===== src/rtl/tape_symbol_encoder.sv =====
`default_nettype none
// ============================================================================
// Module   : tape_symbol_encoder
// Purpose  : Repacks a framed byte stream into 4-bit tape symbols for the
//            composite video output FIFO. Each frame is written as
//            SOF preamble, payload symbols, 3 checksum symbols, EOF postamble.
//            Only the 10-code alphabet (8 data codes + SOF + EOF) is written.
// Revision : 1.0 - initial release
// ----------------------------------------------------------------------------
// Ports:
//   clk               in   125 MHz eth_mgr clock
//   rst               in   synchronous active-high reset
//   s_data[7:0]       in   payload byte (held stable until accepted)
//   s_valid           in   s_data valid
//   s_last            in   marks final byte of a frame
//   s_ready           out  byte accepted when s_valid && s_ready at posedge
//   fifow_data[3:0]   out  registered symbol to FIFO
//   fifow_request     out  registered FIFO write strobe, one symbol per cycle
//   fifow_used_words  in   FIFO fill level (write-clock domain)
// ----------------------------------------------------------------------------
// Build option:
//   TAPE_ENC_CRC8_EN  defined   -> checksum is CRC-8 (poly 0x07, init 0x00,
//                                  MSB-first, no reflection, no final XOR)
//                     undefined -> checksum is the 8-bit sum of payload bytes
// ============================================================================
module tape_symbol_encoder #(
    parameter int PREAMBLE_LEN    = 8,
    parameter int POSTAMBLE_LEN   = 2,
    parameter int FIFO_HIGH_WATER = 2040
) (
    input  logic        clk,
    input  logic        rst,
    input  logic [7:0]  s_data,
    input  logic        s_valid,
    input  logic        s_last,
    output logic        s_ready,
    output logic [3:0]  fifow_data,
    output logic        fifow_request,
    input  logic [10:0] fifow_used_words
);

    localparam logic [3:0]  c_SOF        = 4'b1010;
    localparam logic [3:0]  c_EOF        = 4'b0101;
    localparam logic [7:0]  c_PRE_LAST   = 8'(PREAMBLE_LEN - 1);
    localparam logic [7:0]  c_POST_LAST  = 8'(POSTAMBLE_LEN - 1);
    localparam logic [10:0] c_HIGH_WATER = 11'(FIFO_HIGH_WATER);

    typedef enum logic [2:0] {
        ST_IDLE = 3'd0,
        ST_PRE  = 3'd1,
        ST_PAY  = 3'd2,
        ST_PAD  = 3'd3,
        ST_CSUM = 3'd4,
        ST_POST = 3'd5
    } state_t;

    // 3-bit value to tape code: a thermometer-like walk so adjacent values
    // differ in a single bit on tape.
    function automatic logic [3:0] f_map(input logic [2:0] v);
        logic [3:0] r;
        case (v)
            3'd0:    r = 4'b0000;
            3'd1:    r = 4'b0001;
            3'd2:    r = 4'b0011;
            3'd3:    r = 4'b0111;
            3'd4:    r = 4'b1111;
            3'd5:    r = 4'b1110;
            3'd6:    r = 4'b1100;
            default: r = 4'b1000;
        endcase
        return r;
    endfunction

    function automatic logic [7:0] f_csum_next(input logic [7:0] c, input logic [7:0] b);
`ifdef TAPE_ENC_CRC8_EN
        logic [7:0] r;
        r = c ^ b;
        for (int i = 0; i < 8; i++) begin
            r = r[7] ? ({r[6:0], 1'b0} ^ 8'h07) : {r[6:0], 1'b0};
        end
        return r;
`else
        return c + b;
`endif
    endfunction

    state_t      r_state;
    logic [9:0]  r_acc;        // left-justified: valid bits occupy r_acc[9 -: r_acc_cnt]
    logic [3:0]  r_acc_cnt;
    logic [7:0]  r_csum;
    logic        r_last_seen;
    logic [7:0]  r_cnt;        // preamble / checksum / postamble symbol index

    state_t      w_state_nxt;
    logic [9:0]  w_acc_nxt;
    logic [3:0]  w_acc_cnt_nxt;
    logic [7:0]  w_csum_nxt;
    logic        w_last_nxt;
    logic [7:0]  w_cnt_nxt;
    logic        w_emit;
    logic [3:0]  w_sym;
    logic        w_ready;
    logic        w_room;
    logic [9:0]  w_byte_aligned;
    logic [8:0]  w_csum9;

    assign w_room  = (fifow_used_words < c_HIGH_WATER);
    assign w_csum9 = {1'b0, r_csum};
    assign s_ready = w_ready;

    // Place the incoming byte directly below the bits still in the
    // accumulator (acc_cnt is 0..2 whenever a byte can be accepted).
    always_comb begin
        w_byte_aligned = 10'd0;
        case (r_acc_cnt[1:0])
            2'd0:    w_byte_aligned = {s_data, 2'b00};
            2'd1:    w_byte_aligned = {1'b0, s_data, 1'b0};
            default: w_byte_aligned = {2'b00, s_data};
        endcase
    end

    always_comb begin
        w_state_nxt   = r_state;
        w_acc_nxt     = r_acc;
        w_acc_cnt_nxt = r_acc_cnt;
        w_csum_nxt    = r_csum;
        w_last_nxt    = r_last_seen;
        w_cnt_nxt     = r_cnt;
        w_emit        = 1'b0;
        w_sym         = 4'b0000;
        w_ready       = 1'b0;

        case (r_state)
            ST_IDLE: begin
                // Byte is only noted here; it is consumed later in PAY.
                if (s_valid) begin
                    w_state_nxt   = ST_PRE;
                    w_cnt_nxt     = 8'd0;
                    w_csum_nxt    = 8'd0;
                    w_last_nxt    = 1'b0;
                    w_acc_nxt     = 10'd0;
                    w_acc_cnt_nxt = 4'd0;
                end
            end

            ST_PRE: begin
                if (w_room) begin
                    w_emit = 1'b1;
                    w_sym  = c_SOF;
                    if (r_cnt == c_PRE_LAST) begin
                        w_state_nxt = ST_PAY;
                        w_cnt_nxt   = 8'd0;
                    end else begin
                        w_cnt_nxt = r_cnt + 8'd1;
                    end
                end
            end

            ST_PAY: begin
                w_ready = (r_acc_cnt < 4'd3) && !r_last_seen;
                if (w_ready && s_valid) begin
                    w_acc_nxt     = r_acc | w_byte_aligned;
                    w_acc_cnt_nxt = r_acc_cnt + 4'd8;
                    w_csum_nxt    = f_csum_next(r_csum, s_data);
                    w_last_nxt    = s_last;
                end else if (r_acc_cnt >= 4'd3) begin
                    if (w_room) begin
                        w_emit        = 1'b1;
                        w_sym         = f_map(r_acc[9:7]);
                        w_acc_nxt     = {r_acc[6:0], 3'b000};
                        w_acc_cnt_nxt = r_acc_cnt - 4'd3;
                    end
                end else if (r_last_seen) begin
                    w_cnt_nxt   = 8'd0;
                    w_state_nxt = (r_acc_cnt != 4'd0) ? ST_PAD : ST_CSUM;
                end
            end

            ST_PAD: begin
                // Bits below the leftovers were shifted in as zeros.
                if (w_room) begin
                    w_emit        = 1'b1;
                    w_sym         = f_map(r_acc[9:7]);
                    w_acc_nxt     = 10'd0;
                    w_acc_cnt_nxt = 4'd0;
                    w_cnt_nxt     = 8'd0;
                    w_state_nxt   = ST_CSUM;
                end
            end

            ST_CSUM: begin
                if (w_room) begin
                    w_emit = 1'b1;
                    case (r_cnt[1:0])
                        2'd0:    w_sym = f_map(w_csum9[8:6]);
                        2'd1:    w_sym = f_map(w_csum9[5:3]);
                        default: w_sym = f_map(w_csum9[2:0]);
                    endcase
                    if (r_cnt == 8'd2) begin
                        w_state_nxt = ST_POST;
                        w_cnt_nxt   = 8'd0;
                    end else begin
                        w_cnt_nxt = r_cnt + 8'd1;
                    end
                end
            end

            ST_POST: begin
                if (w_room) begin
                    w_emit = 1'b1;
                    w_sym  = c_EOF;
                    if (r_cnt == c_POST_LAST) begin
                        w_state_nxt = ST_IDLE;
                        w_cnt_nxt   = 8'd0;
                        w_csum_nxt  = 8'd0;
                        w_last_nxt  = 1'b0;
                    end else begin
                        w_cnt_nxt = r_cnt + 8'd1;
                    end
                end
            end

            default: begin
                w_state_nxt = ST_IDLE;
            end
        endcase
    end

    always_ff @(posedge clk) begin
        if (rst) begin
            r_state       <= ST_IDLE;
            r_acc         <= 10'd0;
            r_acc_cnt     <= 4'd0;
            r_csum        <= 8'd0;
            r_last_seen   <= 1'b0;
            r_cnt         <= 8'd0;
            fifow_request <= 1'b0;
            fifow_data    <= 4'b0000;
        end else begin
            r_state       <= w_state_nxt;
            r_acc         <= w_acc_nxt;
            r_acc_cnt     <= w_acc_cnt_nxt;
            r_csum        <= w_csum_nxt;
            r_last_seen   <= w_last_nxt;
            r_cnt         <= w_cnt_nxt;
            fifow_request <= w_emit;
            // Data holds its last written code on non-write cycles.
            if (w_emit) begin
                fifow_data <= w_sym;
            end
        end
    end

endmodule
`default_nettype wire

===== config.mk =====
export PLATFORM = sky130hd
export DESIGN_NAME = tape_symbol_encoder
export DESIGN_NICKNAME = d
export VERILOG_FILES = /design/src/rtl/tape_symbol_encoder.sv
export SDC_FILE = /design/constraint.sdc
export NUM_CORES = 1
export LEC_CHECK = 0
export BUFFER_PORTS_ARGS = -buffer_cell sky130_fd_sc_hd__clkbuf_2
export CAP_MARGIN = 20
export CORE_ASPECT_RATIO = 0.9
export CORE_UTILIZATION = 25
export DETAILED_ROUTE_END_ITERATION = 12
export PLACE_DENSITY_LB_ADDON = 0.1
export SETUP_SLACK_MARGIN = 0.5
export SLEW_MARGIN = 20
export SYNTH_ARGS = -nofsm -noshare
export SYNTH_HDL_FRONTEND = slang
export SYNTH_SLANG_ARGS = --single-unit

===== constraint.sdc =====
create_clock -name clk -period 2.4 [get_ports clk]
set_input_delay 0.48 -clock clk [delete_from_list [all_inputs] [get_ports clk]]
set_output_delay 0.48 -clock clk [all_outputs]
set_load 0.02 [all_outputs]

==> results of run 1 <==
==> kinds of logic after synthesis <==
logic type,after synthesis
buffers and inverters,26
adder cells (fa/ha/maj),15
multiplexers,1
XOR/XNOR,18
AND/OR/NAND/NOR,135
AO/OA/AOI/OAI,101
flip-flops,39
==> how the worst max path moves through the flow <==
stage                                    from  cells past startpoint                        end
floorplan                 fifow_used_words[4]                      5      r_cnt[1]$_SDFFE_PP0P_
global placement                    s_data[0]                      8     r_csum[6]$_SDFFE_PP0P_
detailed placement  r_acc_cnt[0]$_SDFFE_PP0P_                      6  r_acc_cnt[3]$_SDFFE_PP0P_
CTS                 r_acc_cnt[0]$_SDFFE_PP0P_                      6  r_acc_cnt[3]$_SDFFE_PP0P_
global route        r_acc_cnt[1]$_SDFFE_PP0P_                      6  r_acc_cnt[3]$_SDFFE_PP0P_
finish              r_acc_cnt[1]$_SDFFE_PP0P_                      6  r_acc_cnt[3]$_SDFFE_PP0P_
==> power by group <==
part | internal, W | leakage [nW] | switching (W)
combinational | 0.00109 | 0.898 | 0.00128
sequential | 0.000799 | 0.321 | 0.000192
clock | 0.000491 | 0.0838 | 0.000291
total | 0.00238 | 1.30 | 0.00176
==> per-stage QoR <==
stage | std cells | hold slack (ps)
finish | 515 | 429
global route | 515 | 440
CTS | 506 | 429
detailed placement | 487 | 463
global placement | 487 | 460
floorplan | 335 | 442
==> synth_stat cells (3+ instances only) <==
library cell,instances
a211oi_1,12
o2111ai_1,4
a21oi_1,27
nor3_1,14
buf_2,4
a22oi_1,9
xor2_1,9
nor2_1,25
dfxtp_1,39
o21ai_0,14
inv_1,11
nand2_1,42
o31ai_1,3
a31oi_1,4
o311a_1,3
ha_1,14
nand2b_1,3
a21o_1,4
nand4_1,3
nand3_1,19
xnor2_1,9
clkbuf_1,9
nor3b_1,3
==> per-layer routing <==
layer | part of all wire [%] | vias up
met5 | 0 | -
met4 | 0.55 | 0
met3 | 1.8 | 2
met2 | 45 | 20
met1 | 52 | 1274
li1 | - | 1351
==> final cells by class <==
class / count / area [sq um] / share of cell area, %
Clock buffer: 5 / 125 / 3.41
Clock inverter: 3 / 43.8 / 1.19
Inverter: 11 / 41.3 / 1.13
Multi-Input combinational cell: 271 / 2100 / 57.3
Sequential cell: 39 / 796 / 21.7
Tap cell: 129 / 161 / 4.40
Timing Repair Buffer: 57 / 399 / 10.9
==> critical path, cell delays in order, from the launching register on <==
cell	delay (ps)
dfxtp_2	350
ha_4	170
or4_4	520
or2_4	290
a31oi_4	300
o21ai_1	150
a211oi_2	220
==> repair_timing <==
item,4_1_cts,5_1_grt
endpoints found under the setup margin,34,37
pin swaps,20,18
hold buffers,0,0
setup buffers,10,9
gates cloned,1,0
gates resized for setup,43,30
==> registers in the layout, indices dropped and copies added (netlist names) <==
signal	flops
r_acc_cnt	4
fifow_request	1
r_csum	8
fifow_data	4
r_acc	10
r_state	3
r_cnt	8
r_last_seen	1
==> flow_metrics.py, run 1 <==
metrics = {
    "place": {
        "dpl.hpwl_um": 5670,
        "globalplace.congestion": 0.772,
        "place_area_sq_um": 3030,
        "port-buffer-count": 25,
        "dp_slack_ps": 203,
    },
    "global_route": {
        "grt.total_usage_pct": 15.1,
        "grt_max_degree": 34,
        "grt_first_pass_wirelength_um": 13400,
        "grt_antenna_before_repair": 0,
        "grt_pass1_vias": 2464,
        "gr-usage-met3_pct": 2.17,
        "top_usage_layer": "met2",
        "gr-usage-met2_pct": 23.9,
        "overflow": 0,
        "gr-usage-met1_pct": 21.6,
    },
    "detailed_routing": {
        "routed_wl_um": 8230,
        "drt.antenna.violating_nets": 0,
        "drt_first_pass_iters": 8,
        "viasPerCell": 5.14,
        "drc": 2,
        "wl_per_cell_um": 16.0,
        "first_iter_violations": 90,
        "vias": 2647,
    },
    "timing": {
        "rsz0062_at_grt": "true",
        "final.setup_skew_ps": 6.37,
        "period_minus_slack_ps": 2080,
        "relSlewSlack_pct": 54.6,
        "fin_crit_sh_pct": 86.5,
        "clock.fmax_ghz": 0.482,
        "slew_viol_final": 0,
        "tightest_slew_ps": 676,
        "fin_tns_setup_ps": 0,
        "final-setup-viol-count": 0,
        "hold_violations": 0,
        "setup_slack_ps": 323,
    },
    "yosys": {
        "synth_top_cell_by_area": "dfxtp_1",
        "yosys.area_share.xor_xnor_pct": 5.86,
        "yosys_most_used_dff": "dfxtp_1",
        "synth-warning-count": 0,
        "synth.mux.area_fraction_pct": 0.419,
        "synth_compound_area_share_pct": 27.4,
        "yosys.area_share.simple_pct": 25.9,
        "syn_area_per_cell_sq_um": 8.03,
        "async_flop_share_pct": 0,
        "synth_area_leaders": "dfxtp_1 29%, ha_1 6.5%, nand2_1 5.9%, a21oi_1 5.0%, nand3_1 3.5%",
        "synth-edff-count": 0,
        "synthCells": 335,
        "synthDistinctLibCells": 66,
        "yosys.area.top_type_share_pct": 29.0,
        "ys_ff_latch": 39,
        "synth_fa_ha_area_share_pct": 7.26,
        "ys_seq_area_share_pct": 29.0,
        "synth_top_family_by_area": "compound AO/OA/AOI/OAI gates",
        "syn_nets": 373,
        "syn_area_sq_um": 2690,
    },
    "finish": {
        "finalInstanceArea_sq_um": 3660,
        "syn2layout_area_growth_pct": 36.2,
        "fill_cells": 1074,
        "nNetsFinal": 423,
        "fin_util_pct": 35.5,
        "antennaDiodeCount": 0,
        "mostFrequentLayoutCell": "nand2_1",
        "layout_common_cells": "36 x nand2_1, 31 x dfxtp_1, 27 x buf_4, 24 x clkbuf_2, 23 x nor2_1",
        "drive_gt1_share_pct": 35.8,
    },
    "power": {
        "peakVddDrop_v": 0.000427,
        "p_leak_nw": 1.30,
        "fin_total_pwr_w": 0.00414,
        "p_per_area_nw_per_um2": 1130,
    },
    "worst_setup_path": {
        "crit_path_end_kind": "register",
        "worstPathRequired_ps": 2610,
        "path_max_fanout": 6,
        "cp-start-kind": "register",
        "rr_worst_depth": 6,
        "reg2reg_to": "r_acc_cnt[3]$_SDFFE_PP0P_",
        "path_class": "reg -> reg",
        "worstPathArrival_ps": 2280,
        "reg2reg_slack_ps": 320,
        "reg2reg_from": "r_acc_cnt[1]$_SDFFE_PP0P_",
    },
    "die": {
        "coreArea_sq_um": 10300,
        "die_w_um": 111,
        "dieHeight_um": 100,
        "fp-row-count": 35,
        "io_pins": 29,
        "fp.dieArea_sq_um": 11200,
        "initial_core_util_pct": 26.0,
    },
    "clock_network": {
        "tritoncts": "yes",
        "cts.sinks": 39,
        "cts_buffer_depth": 2,
        "clk_pin_slew_ps": 70,
        "clock_latency_ps": 280,
        "cts_buffers": 5,
        "h-tree-depth": 2,
        "clockRootBuffer": "clkbuf_16",
    },
    "hold_path": {
        "hold_path_class": "in -> reg",
        "min_to": "r_last_seen$_SDFFE_PP0P_",
        "hp-start": "s_last",
        "hold_depth": 3,
    },
    "outcome": {
        "violations": "DRC",
        "outcome": "finished with violations",
    },
    "run": {
        "cap_violations": 0,
    },
}
(Power assumes the default switching activity.)
==> run 2: changes to the inputs <==
--- a/config.mk
+++ b/config.mk
@@ -11,5 +11,4 @@
 export CORE_UTILIZATION = 25
 export DETAILED_ROUTE_END_ITERATION = 12
-export PLACE_DENSITY_LB_ADDON = 0.1
 export SETUP_SLACK_MARGIN = 0.5
 export SLEW_MARGIN = 20
==> constraint.sdc (replaced) <==
create_clock -name clk -period 2.4 [get_ports clk]
set_input_delay 0.36 -clock clk [delete_from_list [all_inputs] [get_ports clk]]
set_output_delay 0.36 -clock clk [all_outputs]
set_load 0.02 [all_outputs]
==> flow_metrics.py, run 2 (same netlist as run 1, synthesis figures left out) <==
metrics = {
    "global_route": {
        "overflow": 0,
        "grt.total_usage_pct": 13.6,
        "grt_antenna_before_repair": 0,
        "grt_first_pass_wirelength_um": 12200,
        "grt_max_degree": 34,
        "grt_pass1_vias": 2542,
    },
    "timing": {
        "fin_crit_sh_pct": 83.1,
        "relSlewSlack_pct": 54.0,
        "final-setup-viol-count": 0,
        "clock.fmax_ghz": 0.501,
        "tightest_slew_ps": 687,
        "fin_tns_setup_ps": 0,
        "hold_violations": 0,
        "period_minus_slack_ps": 2000,
        "final.setup_skew_ps": 3.80,
        "slew_viol_final": 0,
        "rsz0062_at_grt": "true",
    },
    "hold_path": {
        "hold_path_class": "in -> reg",
        "hp-start": "s_last",
        "hold_depth": 3,
        "min_to": "r_last_seen$_SDFFE_PP0P_",
    },
    "worst_setup_path": {
        "crit_buf_inv": 0,
        "path_max_fanout": 6,
        "crit_slowest_cell": "or4_4",
        "cp_cell_sequence": "ha_4, or4_4, or2_4, a31oi_4, o21ai_1, a211oi_2",
        "worstPathRequired_ps": 2610,
        "cp-start-kind": "register",
        "reg2reg_slack_ps": 400,
        "path_class": "reg -> reg",
        "crit_path_end_kind": "register",
        "worstPathArrival_ps": 2200,
        "rr_worst_depth": 6,
        "reg2reg_to": "r_acc_cnt[3]$_SDFFE_PP0P_",
        "path_delay_family": "simple AND/OR/NAND/NOR gates",
        "critical_path.startpoint": "r_acc_cnt[1]$_SDFFE_PP0P_",
        "slowest_delay_ps": 470,
        "reg2reg_from": "r_acc_cnt[1]$_SDFFE_PP0P_",
    },
    "clock_network": {
        "clk_pin_slew_ps": 60,
        "cts_buffers": 5,
        "h-tree-depth": 2,
        "cts_buffer_depth": 2,
        "clockRootBuffer": "clkbuf_16",
        "cts.sinks": 39,
        "holdBufCountCts": 0,
        "clock_latency_ps": 280,
        "tritoncts": "yes",
    },
    "die": {
        "coreArea_sq_um": 10300,
        "fp-row-count": 35,
        "die_w_um": 111,
        "initial_core_util_pct": 26.0,
        "io_pins": 29,
        "dieHeight_um": 100,
        "fp.dieArea_sq_um": 11200,
    },
    "finish": {
        "nNetsFinal": 419,
        "syn2layout_area_growth_pct": 36.5,
        "largest_registers": "r_acc: 10 flops, r_cnt: 8 flops, r_csum: 8 flops",
        "largest_reg_flops": 10,
        "mostFrequentLayoutCell": "nand2_1",
        "antennaDiodeCount": 0,
        "regMostFlops": "r_acc",
        "drive_gt1_share_pct": 35.2,
        "fill_cells": 1076,
        "layout_common_cells": "38 x nand2_1, 31 x dfxtp_1, 24 x clkbuf_2, 22 x nor2_1, 20 x buf_4",
    },
    "place": {
        "globalplace.congestion": 0.814,
        "port-buffer-count": 25,
        "dpl.hpwl_um": 4960,
    },
    "outcome": {
        "outcome": "finished with violations",
        "violations": "DRC",
    },
    "power": {
        "fin_total_pwr_w": 0.00413,
        "p_per_area_nw_per_um2": 1120,
        "peakVddDrop_v": 0.000431,
        "p_leak_nw": 1.29,
    },
    "detailed_routing": {
        "drt.antenna.violating_nets": 0,
        "drc": 4,
        "highest_layer": "met4",
        "drt_first_pass_iters": 8,
        "m1WireLength_um": 3660,
        "viasPerCell": 5.25,
        "vias": 2680,
        "routed_wl_um": 7810,
        "wl_met2_um": 3760,
        "dr_wl_met3_um": 288,
        "wl_per_cell_um": 15.3,
        "first_iter_violations": 122,
    },
    "run": {
        "cap_violations": 0,
    },
}
## run 2: worst max-delay path by stage
stage	endpoint	cells past startpoint
2_1_floorplan	r_csum[6]$_SDFFE_PP0P_	6
3_3_place_gp	r_csum[6]$_SDFFE_PP0P_	8
3_5_place_dp	r_acc_cnt[3]$_SDFFE_PP0P_	6
4_1_cts	r_csum[6]$_SDFFE_PP0P_	7
5_1_grt	r_csum[7]$_SDFFE_PP0P_	7
6_report	r_acc_cnt[3]$_SDFFE_PP0P_	6
## run 2: power by group
group          internal [W]  leakage (nW)  switching [W]
clock              0.000485        0.0759       0.000272
sequential         0.000805         0.322       0.000194
combinational       0.00109         0.890        0.00129
## run 2: what timing repair did
item,CTS,global route
endpoints found under the setup margin,35,35
setup buffers,9,10
gates cloned,2,1
pin swaps,14,19
gates resized for setup,29,59
## run 2: metal layers
metal | vias up | GRT usage [%]
met2 | 57 | 22.7
met4 | 0 | 4.89
met3 | 9 | 2.48
met5 | - | 0
li1 | 1337 | -
met1 | 1277 | 17.7
## run 2: worst register-to-register path, delay by kind of cell (launching register included)
family	cells	cell delay, ps
adders and majority gates	1	170
DFF	1	360
AOI/OAI and AO/OA	3	640
and+or+nand+nor	2	750
## run 2: final cells by class
class                   instances  area, sq um  area share (%)
multi-input cells             272         2130            57.9
repair buffers                 52          377            10.3
inverters                      11         41.3            1.12
clock buffers                   5          125            3.41
flip-flops and latches         39          803            21.9
well taps                     129          161            4.40
clock inverters                 2         37.5            1.02
## run 2: stage by stage
| stage | instance area, sq um | hold WS (ps) | util (%) | setup WS [ps] | cells |
|---|---|---|---|---|---|
| 6_report | 3670 | 361 | 35.5 | 405 | 510 |
| 5_1_grt | 3670 | 376 | 35.5 | 325 | 510 |
| 4_1_cts | 3350 | 350 | 32.4 | 404 | 499 |
| 3_5_place_dp | 2980 | 460 | 28.8 | 221 | 481 |
| 3_3_place_gp | 2980 | 454 | 28.8 | 256 | 481 |
| 2_1_floorplan | 2710 | 442 | - | 487 | 335 |
